==> config.mk <==
export PLATFORM = sky130hd
export DESIGN_NAME = dac_frame_builder_flat
export DESIGN_NICKNAME = d
export VERILOG_FILES = /design/src/rtl/dac_frame_builder_if.sv /design/src/rtl/dac_frame_builder.sv /design/src/flat_wrapper.sv
export SDC_FILE = /design/constraint.sdc
export NUM_CORES = 1
export LEC_CHECK = 0
export BUFFER_PORTS_ARGS = -buffer_cell sky130_fd_sc_hd__buf_2
export CORE_MARGIN = 2
export CORE_UTILIZATION = 60
export CTS_CLUSTER_DIAMETER = 30
export DETAILED_ROUTE_END_ITERATION = 10
export PLACE_DENSITY = 0.9
export RECOVER_POWER = 25
export SLEW_MARGIN = 20
export SYNTH_ARGS = -nofsm -noshare
export SYNTH_HDL_FRONTEND = slang
export SYNTH_SLANG_ARGS = --single-unit
==> constraint.sdc <==
create_clock -name clk -period 3.5 [get_ports clk]
set_input_delay 0.35 -clock clk [delete_from_list [all_inputs] [get_ports clk]]
set_output_delay 0.35 -clock clk [all_outputs]
set_load 0.03 [all_outputs]
==> src/rtl/dac_frame_builder_if.sv <==
// Sample write channel into the DAC frame builder: valid/ready handshake
// carrying a 2-bit channel tag and a 12-bit unsigned sample.
interface dac_frame_builder_if;
   logic        s_valid;
   logic        s_ready;
   logic [1:0]  s_chan;
   logic [11:0] s_data;

   modport master (output s_valid, output s_chan, output s_data, input s_ready);
   modport slave  (input s_valid, input s_chan, input s_data, output s_ready);
endinterface

==> src/rtl/dac_frame_builder.sv <==
// Buffers tagged DAC samples in a small FIFO and presents them as a 32-bit command frame
// (word1/word2) that only changes in the slot before the serializer load. Option: DAC_IDLE_NOP_EN.
module dac_frame_builder #(
   parameter int         FRAME_PERIOD = 64,
   parameter int         FIFO_DEPTH   = 4,
   parameter logic [3:0] CMD_WRITE    = 4'b0011
) (
   input  logic                          clk,
   input  logic                          reset,
   dac_frame_builder_if.slave            s,
   output logic [15:0]                   word1,
   output logic [15:0]                   word2,
   output logic                          frame_tick,
   output logic [$clog2(FIFO_DEPTH):0]   fifo_level
);

   localparam int PH_W  = $clog2(FRAME_PERIOD);
   localparam int AW    = $clog2(FIFO_DEPTH);
   localparam int LVL_W = AW + 1;

   logic [PH_W-1:0]  phase;
   logic [AW:0]      wr_ptr;
   logic [AW:0]      rd_ptr;
   logic [LVL_W-1:0] level;
   logic [13:0]      mem [FIFO_DEPTH];
   logic [13:0]      head;
   logic             full;
   logic             empty;
   logic             slot;
   logic             push;
   logic             pop;

   function automatic logic [15:0] fmt_word1(input logic [1:0] chan);
      return {8'h00, CMD_WRITE, 2'b00, chan};
   endfunction

   function automatic logic [15:0] fmt_word2(input logic [11:0] data);
      return {data, 4'h0};
   endfunction

   // Extra pointer bit makes the pointer difference the true occupancy.
   assign level      = wr_ptr - rd_ptr;
   assign full       = (level == LVL_W'(FIFO_DEPTH));
   assign empty      = (level == '0);
   assign fifo_level = level;
   assign s.s_ready  = !full;

   assign slot = (phase == PH_W'(FRAME_PERIOD - 1));
   assign push = s.s_valid && !full;
   assign pop  = slot && !empty;
   assign head = mem[rd_ptr[AW-1:0]];

   always_ff @(posedge clk or negedge reset) begin
      if (!reset) begin
         phase      <= '0;
         frame_tick <= 1'b0;
      end else begin
         phase      <= slot ? '0 : phase + 1'b1;
         frame_tick <= slot;
      end
   end

   always_ff @(posedge clk or negedge reset) begin
      if (!reset) begin
         wr_ptr <= '0;
         rd_ptr <= '0;
      end else begin
         if (push) wr_ptr <= wr_ptr + 1'b1;
         if (pop)  rd_ptr <= rd_ptr + 1'b1;
      end
   end

   always_ff @(posedge clk) begin
      if (push) mem[wr_ptr[AW-1:0]] <= {s.s_chan, s.s_data};
   end

   // Words move only on the update-slot edge, so they are stable through the load edge.
   always_ff @(posedge clk or negedge reset) begin
      if (!reset) begin
         word1 <= '0;
         word2 <= '0;
      end else if (pop) begin
         word1 <= fmt_word1(head[13:12]);
         word2 <= fmt_word2(head[11:0]);
      end
`ifdef DAC_IDLE_NOP_EN
      else if (slot) begin
         word1 <= 16'h00FF;
         word2 <= 16'h0000;
      end
`endif
   end

endmodule

==> src/flat_wrapper.sv <==
// flat-port wrapper written by rule: the top's interface ports become plain ports
module dac_frame_builder_flat 
#(
   parameter int         FRAME_PERIOD = 64,
   parameter int         FIFO_DEPTH   = 4,
   parameter logic [3:0] CMD_WRITE    = 4'b0011
)
  (clk, reset, word1, word2, frame_tick, fifo_level, s_s_valid, s_s_chan, s_s_data, s_s_ready);
  dac_frame_builder_if s_i ();
  input  logic clk;
  input  logic reset;
  output logic [15:0] word1;
  output logic [15:0] word2;
  output logic frame_tick;
  output logic [$clog2(FIFO_DEPTH):0] fifo_level;
  input wire logic [$bits(s_i.s_valid)-1:0] s_s_valid;
  input wire logic [$bits(s_i.s_chan)-1:0] s_s_chan;
  input wire logic [$bits(s_i.s_data)-1:0] s_s_data;
  output wire logic [$bits(s_i.s_ready)-1:0] s_s_ready;
  assign s_i.s_valid = s_s_valid;
  assign s_i.s_chan = s_s_chan;
  assign s_i.s_data = s_s_data;
  assign s_s_ready = s_i.s_ready;
  dac_frame_builder #(.FRAME_PERIOD(FRAME_PERIOD), .FIFO_DEPTH(FIFO_DEPTH), .CMD_WRITE(CMD_WRITE)) u_core (.clk(clk), .reset(reset), .s(s_i), .word1(word1), .word2(word2), .frame_tick(frame_tick), .fifo_level(fifo_level));
endmodule
=== After elaboration in Yosys (flattened, before gate mapping) ===
Memory sizes are Yosys's and may differ from the RTL's. A register that Yosys moved wholly into a read port is not among the register bits.
Index checks and enable logic that the tools add are counted.

* Flip-flop bits (word level): 16
* Bits in latches: 0
* RAM bits: 56
* ROM bits: 0
* Input bits: 17
* Output and inout port bits: 37
* Word-level logic and storage cells: 21
* Memories kept: 1

* $add $sub $neg: 4
* Multiply operators: 0
* Divide/modulo/power cells: 0
* Magnitude comparators: 0
* Eq/ne operators: 2
* Shift-type cells: 0
* Mux-type cells: 3
* Bitwise logic cells: 0
* Reduce and logical (&&, ||, !) cells: 6

{| class="wikitable"
|+ Memories
! name !! depth !! bits a word !! rd ports !! clocked after Yosys merged registers in !! wr ports !! RTL line !! RTL
|-
| u_core.mem || 4 || 14 || 1 || 1 || 1 || dac_frame_builder.sv:25 || <nowiki>logic [13:0] mem [FIFO_DEPTH];</nowiki>
|}

{| class="wikitable"
|+ Operators with widths
! kind !! number
|-
| $add 3x1->3 const B || 2
|-
| $add 6x1->6 const B || 1
|-
| $eq 6x6->1 const B || 1
|-
| $mux 6 || 1
|-
| $eq 3x3->1 const B || 1
|-
| $logic_not 1->1 || 3
|-
| $logic_not 3->1 || 1
|-
| $sub 3x3->3 || 1
|-
| $logic_and 1x1->1 || 2
|-
| $mux 1 || 2
|}

=== Depth between registers and ports, before layout ===
Gate-level depths: netlist of the first run.

* Word-level depth: 6
* Gate-level depth with buffers: 8

=== Least setup slack after synthesis of the first run ===
No wires, ideal clock.

* Path kind: register -> register
* From: reg u_core.wr_ptr[0]
* To: mem u_core.mem[1][0], enable pin
* Arrival: 2256 ps
* Data required time: 3134 ps
* Setup slack: 877 ps
* Stages on the path, launching flop included: 7
* Period minus slack after synthesis: 2623 ps
* Cell sequence: dfrtp_1 inv_1 ha_1 fa_1 xor3_2 nand3_1 and3_1

* Longest elaborated chain between the ends: 6

{| class="wikitable"
|+ Ends and longest elaborated chain
! item !! RTL line !! RTL
|-
| start, declared || dac_frame_builder.sv:22 || <nowiki>logic [AW:0] wr_ptr;</nowiki>
|-
| start signal, assigned || dac_frame_builder.sv:68 || <nowiki>if (push) wr_ptr <= wr_ptr + 1'b1;</nowiki>
|-
| $sub 3x3->3 || dac_frame_builder.sv:42 || <nowiki>assign level = wr_ptr - rd_ptr;</nowiki>
|-
| via fifo_level[2] || flat_wrapper.sv:15 || <nowiki>output logic [$clog2(FIFO_DEPTH):0] fifo_level;</nowiki>
|-
| $eq 3x3->1 || dac_frame_builder.sv:43 || <nowiki>assign full = (level == LVL_W'(FIFO_DEPTH));</nowiki>
|-
| $logic_not 1->1 || - ||
|-
| via s_s_ready || flat_wrapper.sv:19 || <nowiki>output wire logic [$bits(s_i.s_ready)-1:0] s_s_ready;</nowiki>
|-
| $logic_and 1x1->1 || dac_frame_builder.sv:49 || <nowiki>assign push = s.s_valid && !full;</nowiki>
|-
| $mux 1 || dac_frame_builder.sv:74 || <nowiki>if (push) mem[wr_ptr[AW-1:0]] <= {s.s_chan, s.s_data};</nowiki>
|-
| $mux 1 (implied by the code) || dac_frame_builder.sv:74 ||
|-
| end, declared || dac_frame_builder.sv:25 ||
|}

The timed path passes the listed nets, and every way through them passes these cells.

=== Worst setup path after layout of the first run ===
* From: reg u_core.wr_ptr[0]
* To: reg u_core.word2[8] (read register of u_core.mem)

* Longest elaborated chain between the ends: 4

{| class="wikitable"
|+ Ends and longest elaborated chain
! item !! RTL line !! RTL
|-
| $sub 3x3->3 || dac_frame_builder.sv:42 ||
|-
| $logic_not 3->1 || dac_frame_builder.sv:44 || <nowiki>assign empty = (level == '0);</nowiki>
|-
| $logic_not 1->1 || dac_frame_builder.sv:50 || <nowiki>assign pop = slot && !empty;</nowiki>
|-
| $logic_and 1x1->1 || dac_frame_builder.sv:50 ||
|-
| end, declared || dac_frame_builder.sv:12 || <nowiki>output logic [15:0] word2,</nowiki>
|}

Every way passes these cells.
A chain may end at the register's enable or synchronous reset.

==> results of run 1 <==
[routing by layer]
metal  global-route usage (%)  vias up
met5                        0        -
met4                    7.119        0
met3                    4.525        7
met2                    34.12       50
met1                    22.68      843
li1                         -      744
[kinds of logic after synthesis]
logic type | after synthesis | share of synthesized area, %
DFF | 84 | 69.01
muxes | 30 | 15.22
buffers and inverters | 27 | 5.545
and+or+nand+nor | 19 | 2.972
adders and majority gates | 8 | 3.117
xor gates and xnor gates | 8 | 2.501
AOI/OAI and AO/OA | 7 | 1.522
other | 1 | 0.1086
[flip-flops by register name (all words and copies together), names as in the netlist]
| signal | count |
|---|---|
| u_core.mem | 56 |
| u_core.frame_tick | 1 |
| u_core.phase | 6 |
| u_core.word1 | 3 |
| u_core.wr_ptr | 3 |
| u_core.rd_ptr | 3 |
| u_core.word2 | 12 |
[power breakdown]
part	internal [mW]	switching, mW
Clock	0.250	0.315
Sequential	1.23	0.0435
Combinational	0.119	0.248
Total	1.60	0.606
[cell usage in the layout (no fill, tap or decap), types with 2 or more instances in the layout]
| cell | instances |
|---|---|
| mux2_4 | 8 |
| nand2_1 | 2 |
| conb_1 | 16 |
| edfxtp_1 | 56 |
| ha_1 | 7 |
| and2_1 | 2 |
| nand3_1 | 5 |
| mux4_2 | 14 |
| clkbuf_1 | 13 |
| clkinv_2 | 4 |
| clkbuf_8 | 9 |
| mux2_2 | 8 |
| o21ai_0 | 2 |
| nor2_1 | 2 |
| inv_1 | 5 |
| buf_4 | 2 |
| buf_2 | 25 |
| xnor2_1 | 3 |
| and3_1 | 5 |
| dfrtp_1 | 28 |
| xor2_1 | 4 |
[how the worst max path moves through the flow]
stage                       endpoint  slack [ns]  depth (start not counted)
floorplan           u_core.mem[1][0]        0.88                          6
global placement     u_core.word2[5]        0.91                          6
detailed placement   u_core.word2[8]        0.82                          6
CTS                  u_core.word2[8]        0.81                          6
global route        u_core.mem[2][0]        0.67                          6
finish               u_core.word2[8]        0.80                          6
[stage by stage]
stage               cell area [sq um]  total power [mW]  worst slack (ns)
global placement                 3626             1.639            0.9111
finish                           3770             2.202            0.8012
detailed placement               3626             1.664            0.8177
floorplan                        3508             1.551            0.8775
global route                     3770             2.304            0.6728
CTS                              3785             2.220            0.8116
[area by class of cell]
cell class | count | area [sq um] | share of cell area (%)
clock inverter | 6 | 31.28 | 0.8297
timing repair buffer | 39 | 185.2 | 4.912
multi-input combinational | 88 | 934.6 | 24.79
clock buffer | 10 | 127.6 | 3.385
tap | 72 | 90.09 | 2.390
inverter | 5 | 18.77 | 0.4978
sequential | 84 | 2382 | 63.19
[cell usage after synthesis (2+ instances only)]
| cell | n | share of area, % |
|---|---|---|
| mux4_2 | 14 | 9.1 |
| and3_1 | 5 | 0.91 |
| buf_2 | 2 | 0.29 |
| inv_1 | 5 | 0.54 |
| dfrtp_1 | 28 | 20 |
| nand2_1 | 2 | 0.22 |
| nand3_1 | 5 | 0.72 |
| xnor2_1 | 3 | 0.76 |
| ha_1 | 7 | 2.5 |
| buf_4 | 17 | 3.7 |
| xor2_1 | 4 | 1.0 |
| edfxtp_1 | 56 | 49 |
| and2_1 | 2 | 0.36 |
| o21ai_0 | 2 | 0.29 |
| nor2_1 | 2 | 0.22 |
| mux2_4 | 8 | 3.5 |
| mux2_2 | 8 | 2.6 |
==> results.json, run 1 <==
{
  "gr-total-overflow": 0,
  "numPlacedInstances": 288,
  "peakVddDrop_uv": 492.0,
  "rr_startpoint": "u_core.wr_ptr[0]",
  "synth-seq-cells": 84,
  "start_kind": "flop",
  "yosysSeqAreaShare_pct": 69.01,
  "area_delta_synth_final_pct": 9.206,
  "min_period_ns": 2.699,
  "htree_levels": 3,
  "crit_family": "compound AO/OA/AOI/OAI gates",
  "antenna_left": 0,
  "cp-startpoint": "u_core.wr_ptr[0]",
  "wl_mm": 5.376,
  "critPathRequiredTime_ns": 3.72,
  "clockRootBuffer": "clkbuf_8",
  "cts_buffers": 9,
  "syn_area_per_cell_sq_um": 18.76,
  "fin_util_pct": 68.04,
  "numClockSinks": 84,
  "port_buffers": 37,
  "p_leak_nw": 1.554,
  "antenna_found_initial": 0,
  "yosys_warnings": 0,
  "drc": 0,
  "final_nets": 252,
  "fin_skew_ns": 0.008242,
  "timing.final.crit_share_pct": 77.11,
  "layout-drive-gt1-share_pct": 32.33,
  "clockBufferDepth": 2,
  "syn-cell-area_sq_um": 3452,
  "worstPathArrival_ns": 2.92,
  "synthDistinctLibCells": 31,
  "reg2reg_to": "u_core.word2[8]",
  "relSlewSlack_pct": 42.70,
  "rsz0062_at_grt": "false",
  "netlist_instances": 184,
  "fp-row-count": 27,
  "gp_congestion": 0.8283,
  "nFillCells": 385,
  "globalRouteTotalUtil_pct": 19.15,
  "worstSetupPathType": "reg -> reg",
  "antenna_cells": 0,
  "tns_ns": 0,
  "final_cells": 304,
  "cts_resized": 0,
  "clk_latency_ns": 0.34,
  "synth-async-reset-ratio_pct": 33.33,
  "wl_met3_microns": 262,
  "maxCapViolCount": 0,
  "path_buf_inv": 1,
  "cts_tree": "built",
  "hpwlAfterDp_mm": 3.498,
  "clkTransAtPathRegs_ns": 0.08,
  "hold_path.class": "in -> async",
  "hold_buffers": 0,
  "top_layer_used": "met4",
  "cts_setup_buffers": 0,
  "hold_viol": 0,
  "die_area_sq_um": 6376,
  "p_per_area_nw_per_um2": 584.0,
  "met1_length_mm": 2.199,
  "grt_max_degree": 29,
  "end_kind": "flop",
  "slowest_stage": "o211a_1",
  "core_sq_um": 5540,
  "grt_pass1_vias": 1780,
  "io_pins": 54,
  "worst_path_largest_cell_delay_ns": 0.75,
  "dr.pass1.iters": 4,
  "rr_worst_depth": 6,
  "avgViaCountPerCell": 5.408,
  "initial_core_util_pct": 62.31,
  "hold_ws_ns": 0.03498,
  "worstPathMaxFanout": 17,
  "tightest_slew_ns": 0.8594,
  "grt_pass1_wl_mm": 8.700,
  "wire_per_inst_microns": 17.68,
  "synth_edf_count": 56,
  "max_freq_mhz": 370.5,
  "crit_chain": "inv_1 > ha_1 > fa_1 > xor3_2 > o211a_1 > mux2_2",
  "worst-r2r-setup-slack_ns": 0.80,
  "finalSetupViolCount": 0,
  "vias": 1644,
  "final-max-slew-violation-count": 0,
  "ys.flop_type": "edfxtp_1",
  "outcome": "completed",
  "die_x_microns": 79.85,
  "die_h_microns": 79.85,
  "drt_iter0_drc": 64,
  "wl_met2_mm": 2.847
}
Power figures use the tool's default switching activity.
==> inputs of run 2 (changes only) <==
- CORE_UTILIZATION: 60 -> 50
- PLACE_DENSITY: 0.9 -> 0.81
- clock period: 3.5 -> 2.3 ns (I/O delays scaled with it)
==> results.json, run 2 (synthesized netlist as in run 1, its figures left out) <==
{
  "hold_viol": 0,
  "largest_reg_flops": 56,
  "final_common_cell": "edfxtp_1",
  "p_leak_nw": 1.608,
  "combinationalPowerShare_pct": 16.3,
  "numClockSinks": 84,
  "htree_levels": 3,
  "max_freq_mhz": 456.9,
  "p_per_area_nw_per_um2": 936.2,
  "drc": 0,
  "fin_skew_ns": 0.007294,
  "dr.pass1.iters": 4,
  "grt_max_degree": 29,
  "worstPathMaxFanout": 5,
  "critPathRequiredTime_ns": 2.07,
  "rsz0062_at_grt": "false",
  "cts_setup_buffers": 0,
  "nFillCells": 503,
  "clkTransAtPathRegs_ns": 0.08,
  "antenna_found_initial": 0,
  "worstSetupPathType": "reg -> out",
  "grt_pass1_vias": 1697,
  "sequentialPowerShare_pct": 52.4,
  "tightest_slew_ns": 0.6569,
  "rr_startpoint": "u_core.wr_ptr[0]",
  "outcome": "completed",
  "cts_tree": "built",
  "tns_ns": 0,
  "clockBufferDepth": 2,
  "hpwlAfterDp_mm": 3.509,
  "antenna_cells": 0,
  "core_sq_um": 6719,
  "min_to": "u_core.mem[1][5]",
  "wire_per_inst_microns": 16.51,
  "min_period_ns": 2.189,
  "gp_congestion": 0.7617,
  "start_kind": "flop",
  "worstPathArrival_ns": 1.96,
  "fp-row-count": 30,
  "avgViaCountPerCell": 5.196,
  "area_delta_synth_final_pct": 13.30,
  "holdPathStages": 1,
  "hold_path.class": "in -> reg",
  "drt_iter0_drc": 127,
  "die_x_microns": 87.09,
  "gr-total-overflow": 0,
  "numPlacedInstances": 299,
  "initial_core_util_pct": 51.38,
  "min-delay-start": "s_s_data[5]",
  "clockRootBuffer": "clkbuf_8",
  "die_h_microns": 87.09,
  "cts_buffers": 9,
  "regArea_sq_um": 2382,
  "end_kind": "output pin",
  "wl_mm": 5.216,
  "final-max-slew-violation-count": 0,
  "reg2reg_to": "u_core.mem[0][6]",
  "relSlewSlack_pct": 56.21,
  "switching_share_pct": 25.64,
  "clk_latency_ns": 0.35,
  "die_area_sq_um": 7585,
  "multi_input_area_sq_um": 950.9,
  "globalRouteTotalUtil_pct": 15.66,
  "grt_pass1_wl_mm": 8.528,
  "rr_worst_depth": 6,
  "fin_util_pct": 58.21,
  "power_switching_mw": 0.9390,
  "port_buffers": 37,
  "power.internal_mw": 2.723,
  "final_nets": 256,
  "antenna_left": 0,
  "io_pins": 54,
  "vias": 1642,
  "clock_power_share_pct": 31.3,
  "worst-r2r-setup-slack_ns": 0.12,
  "maxCapViolCount": 0,
  "final_cells": 316,
  "peakVddDrop_uv": 388.7,
  "layout-drive-gt1-share_pct": 36.02,
  "timing.final.crit_share_pct": 95.16,
  "final_cell_mix": "edfxtp_1, dfrtp_1, buf_2",
  "finalSetupViolCount": 0
}
[run 2: changes by cell type in the layout (fill, tap and decap cells not counted), sizes merged]
cell	previous run	this run
clkbuf	22	26
clkinv	5	2
buf	27	29
dlygate4sd3	0	1
bufinv	0	1
clkinvlp	1	0
[run 2: critical path, stage by stage, from the launching register on]
cell     delay (ns)
dfrtp_1        0.35
inv_1          0.07
ha_1           0.20
fa_2           0.36
xor3_2         0.29
nand3_2        0.13
buf_2          0.21
[run 2: what timing repair did]
action,CTS,global route
endpoints found under the setup margin,0,5
resized for setup,0,1
hold endpoints to repair,28,0
hold buffers,1,0
[run 2: final cells by class]
cell class / count / area share [%]
clock buffer: 13 / 4.862
clock inverter: 3 / 1.024
inverter: 5 / 0.4798
multi-input combinational: 88 / 24.31
sequential: 84 / 60.91
tap: 80 / 2.559
timing repair buffer: 43 / 5.854
[run 2: per-stage QoR]
stage	power, mW	instance area (sq um)	setup WS (ns)	hold WS, ns
2_1_floorplan	2.374	3521	0.01116	-0.06559
3_3_place_gp	2.521	3684	0.1847	0.2920
3_5_place_dp	2.557	3684	0.1275	0.3011
4_1_cts	3.698	3924	0.1038	0.08177
5_1_grt	3.834	3911	0.009768	0.1104
6_report	3.662	3911	0.1114	0.1071
[run 2: power groups by stage]
| stage | Sequential [mW] | Combinational, mW | Clock (mW) |
|---|---|---|---|
| after global routing | 1.94 | 0.666 | 1.23 |
| after CTS | 1.92 | 0.608 | 1.17 |
| after floorplan | 1.93 | 0.439 | 0 |
| after global placement | 1.94 | 0.582 | 0 |
| final | 1.92 | 0.598 | 1.15 |
| after detailed placement | 1.95 | 0.606 | 0 |
[run 2: layer usage]
| metal | wire [microns] | up-vias | track usage [%] |
|---|---|---|---|
| li1 | - | 751 | - |
| met1 | 2245 | 839 | 18.42 |
| met2 | 2631 | 42 | 25.88 |
| met3 | 208 | 10 | 4.265 |
| met4 | 131 | 0 | 9.091 |
| met5 | 0 | - | 0 |
[run 2: worst max path at each step]
stage                startpoint                to  slack, ns  cells past startpoint
3_5_place_dp   u_core.wr_ptr[0]  u_core.mem[2][2]       0.13                      6
3_3_place_gp   u_core.rd_ptr[0]  u_core.mem[3][7]       0.18                      5
2_1_floorplan  u_core.wr_ptr[0]   u_core.word1[0]       0.01                      8
5_1_grt        u_core.wr_ptr[0]         s_s_ready       0.01                      6
6_report       u_core.wr_ptr[0]         s_s_ready       0.11                      6
4_1_cts        u_core.wr_ptr[0]  u_core.mem[2][0]       0.10                      6
==> inputs of run 3 (changes only) <==
- CORE_ASPECT_RATIO: unset -> 0.5
==> results.json, run 3 (synthesized netlist as in run 1, its figures left out) <==
{
  "antenna_found_initial": 0,
  "p_leak_nw": 1.664,
  "drt_iter0_drc": 167,
  "grt_pass1_wl_mm": 10.12,
  "final-max-slew-violation-count": 0,
  "port_buffers": 37,
  "gp_congestion": 0.8265,
  "power_mw": 4.140,
  "drc": 0,
  "fin_skew_ns": 0.005759,
  "nFillCells": 479,
  "worstPathMaxFanout": 14,
  "largest_reg_flops": 56,
  "layout-drive-gt1-share_pct": 36.97,
  "grt_pass1_vias": 1866,
  "grt_max_degree": 29,
  "peakVddDrop_uv": 515.8,
  "wire_per_inst_microns": 19.12,
  "numClockSinks": 84,
  "maxCapViolCount": 0,
  "holdPathStages": 1,
  "worstPathArrival_ns": 2.19,
  "clockRootBuffer": "clkbuf_16",
  "final_common_cell": "edfxtp_1",
  "wl_mm": 6.311,
  "min_to": "u_core.mem[3][5]",
  "slowest_stage": "and3_2",
  "clkTransAtPathRegs_ns": 0.06,
  "clk_latency_ns": 0.33,
  "fp-row-count": 21,
  "hold_viol": 0,
  "avgViaCountPerCell": 5.285,
  "hpwlAfterDp_mm": 3.951,
  "clockBufferDepth": 2,
  "finalSetupViolCount": 0,
  "final_cells": 330,
  "io_pins": 54,
  "tightest_slew_ns": 0.6600,
  "die_area_sq_um": 7625,
  "worstSetupPathType": "reg -> reg",
  "timing.final.crit_share_pct": 95.86,
  "tns_ns": 0,
  "p_per_area_nw_per_um2": 1022,
  "multi_input_area_sq_um": 947.2,
  "numPlacedInstances": 313,
  "initial_core_util_pct": 51.72,
  "cts_tree": "built",
  "relSlewSlack_pct": 56.00,
  "final_cell_mix": "edfxtp_1, dfrtp_1, buf_2",
  "critPathRequiredTime_ns": 2.29,
  "start_kind": "flop",
  "gr-total-overflow": 0,
  "crit_chain": "inv_1 > ha_1 > fa_2 > xor3_2 > nand3_2 > and3_2",
  "die_h_microns": 62.76,
  "dr.pass1.iters": 4,
  "rr_worst_depth": 6,
  "worst-r2r-setup-slack_ns": 0.1,
  "final_nets": 258,
  "min-delay-start": "s_s_data[5]",
  "end_kind": "flop",
  "cts_setup_buffers": 0,
  "rr_startpoint": "u_core.wr_ptr[0]",
  "reg2reg_to": "u_core.mem[3][10]",
  "regArea_sq_um": 2382,
  "worst_path_largest_cell_delay_ns": 0.45,
  "antenna_left": 0,
  "min_period_ns": 2.205,
  "rsz0062_at_grt": "false",
  "outcome": "completed",
  "vias": 1744,
  "core_sq_um": 6674,
  "cts_buffers": 9,
  "max_freq_mhz": 453.6,
  "htree_levels": 3,
  "die_x_microns": 121.5,
  "globalRouteTotalUtil_pct": 18.53,
  "antenna_cells": 0,
  "area_delta_synth_final_pct": 17.36,
  "hold_path.class": "in -> reg"
}
[run 3: changes by cell type in the layout (fill, tap and decap cells not counted), moves of 2 or more]
cell and delta:
clkbuf_8 -12, clkinv_2 -2, clkbuf_16 +8, inv_6 +2
[run 3: worst max path at each step]
| stage | from | endpoint | slack (ns) | cells past startpoint |
|---|---|---|---|---|
| detailed placement | u_core.wr_ptr[0] | u_core.mem[3][6] | 0.10 | 6 |
| global route | u_core.wr_ptr[0] | u_core.mem[3][10] | 0.004 | 6 |
| finish | u_core.wr_ptr[0] | u_core.mem[3][10] | 0.1 | 6 |
| global placement | u_core.rd_ptr[0] | u_core.word2[12] | 0.18 | 6 |
| CTS | u_core.wr_ptr[0] | u_core.mem[3][3] | 0.08 | 6 |
| floorplan | u_core.wr_ptr[0] | u_core.word1[0] | 0.01 | 8 |
[run 3: stage by stage]
stage | worst slack (ns) | hold WS [ns] | instance area, sq um | util (%)
after global routing | 0.003581 | 0.1322 | 4051 | 60.70
after global placement | 0.1798 | 0.2791 | 3726 | 55.83
final | 0.09520 | 0.1372 | 4051 | 60.70
after CTS | 0.08333 | 0.1018 | 4066 | 60.93
after detailed placement | 0.1010 | 0.2908 | 3726 | 55.83
after floorplan | 0.01116 | -0.06559 | 3521 | -
[run 3: power by group]
part           switching, mW  internal (mW)  leakage [nW]  total, mW
logic                  0.406          0.242         0.621      0.648
registers             0.0741           1.86         0.884       1.94
clock network          0.587          0.967         0.159       1.55
total                   1.07           3.07          1.66       4.14
[run 3: cell type report]
| cell class | count | share of cell area [%] |
|---|---|---|
| Inverter | 5 | 0.4632 |
| Clock inverter | 7 | 2.594 |
| Timing Repair Buffer | 45 | 6.362 |
| Tap cell | 92 | 2.841 |
| Clock buffer | 9 | 5.559 |
| Sequential cell | 84 | 58.80 |
| Multi-Input combinational cell | 88 | 23.38 |
[run 3: timing repair]
action                    CTS  global route
hold buffers                1             0
hold endpoints to repair   28             0
resized for setup           0             0
[run 3: per-layer routing]
| metal | GRT usage, % | up-vias | part of all wire [%] |
|---|---|---|---|
| met5 | 0 | - | 0 |
| met4 | 5.603 | 0 | 1.5 |
| met3 | 5.748 | 11 | 5.3 |
| met2 | 31.95 | 61 | 51 |
| met1 | 22.69 | 906 | 42 |
| li1 | - | 766 | - |
[run 3: worst max-delay path, delay by kind of cell, from the launching register on]
kind,cells,cell delay [ns]
buf+inv,1,0.08
flops,1,0.35
fa+ha+maj,2,0.57
simple gates,2,0.58
xor+xnor,1,0.29
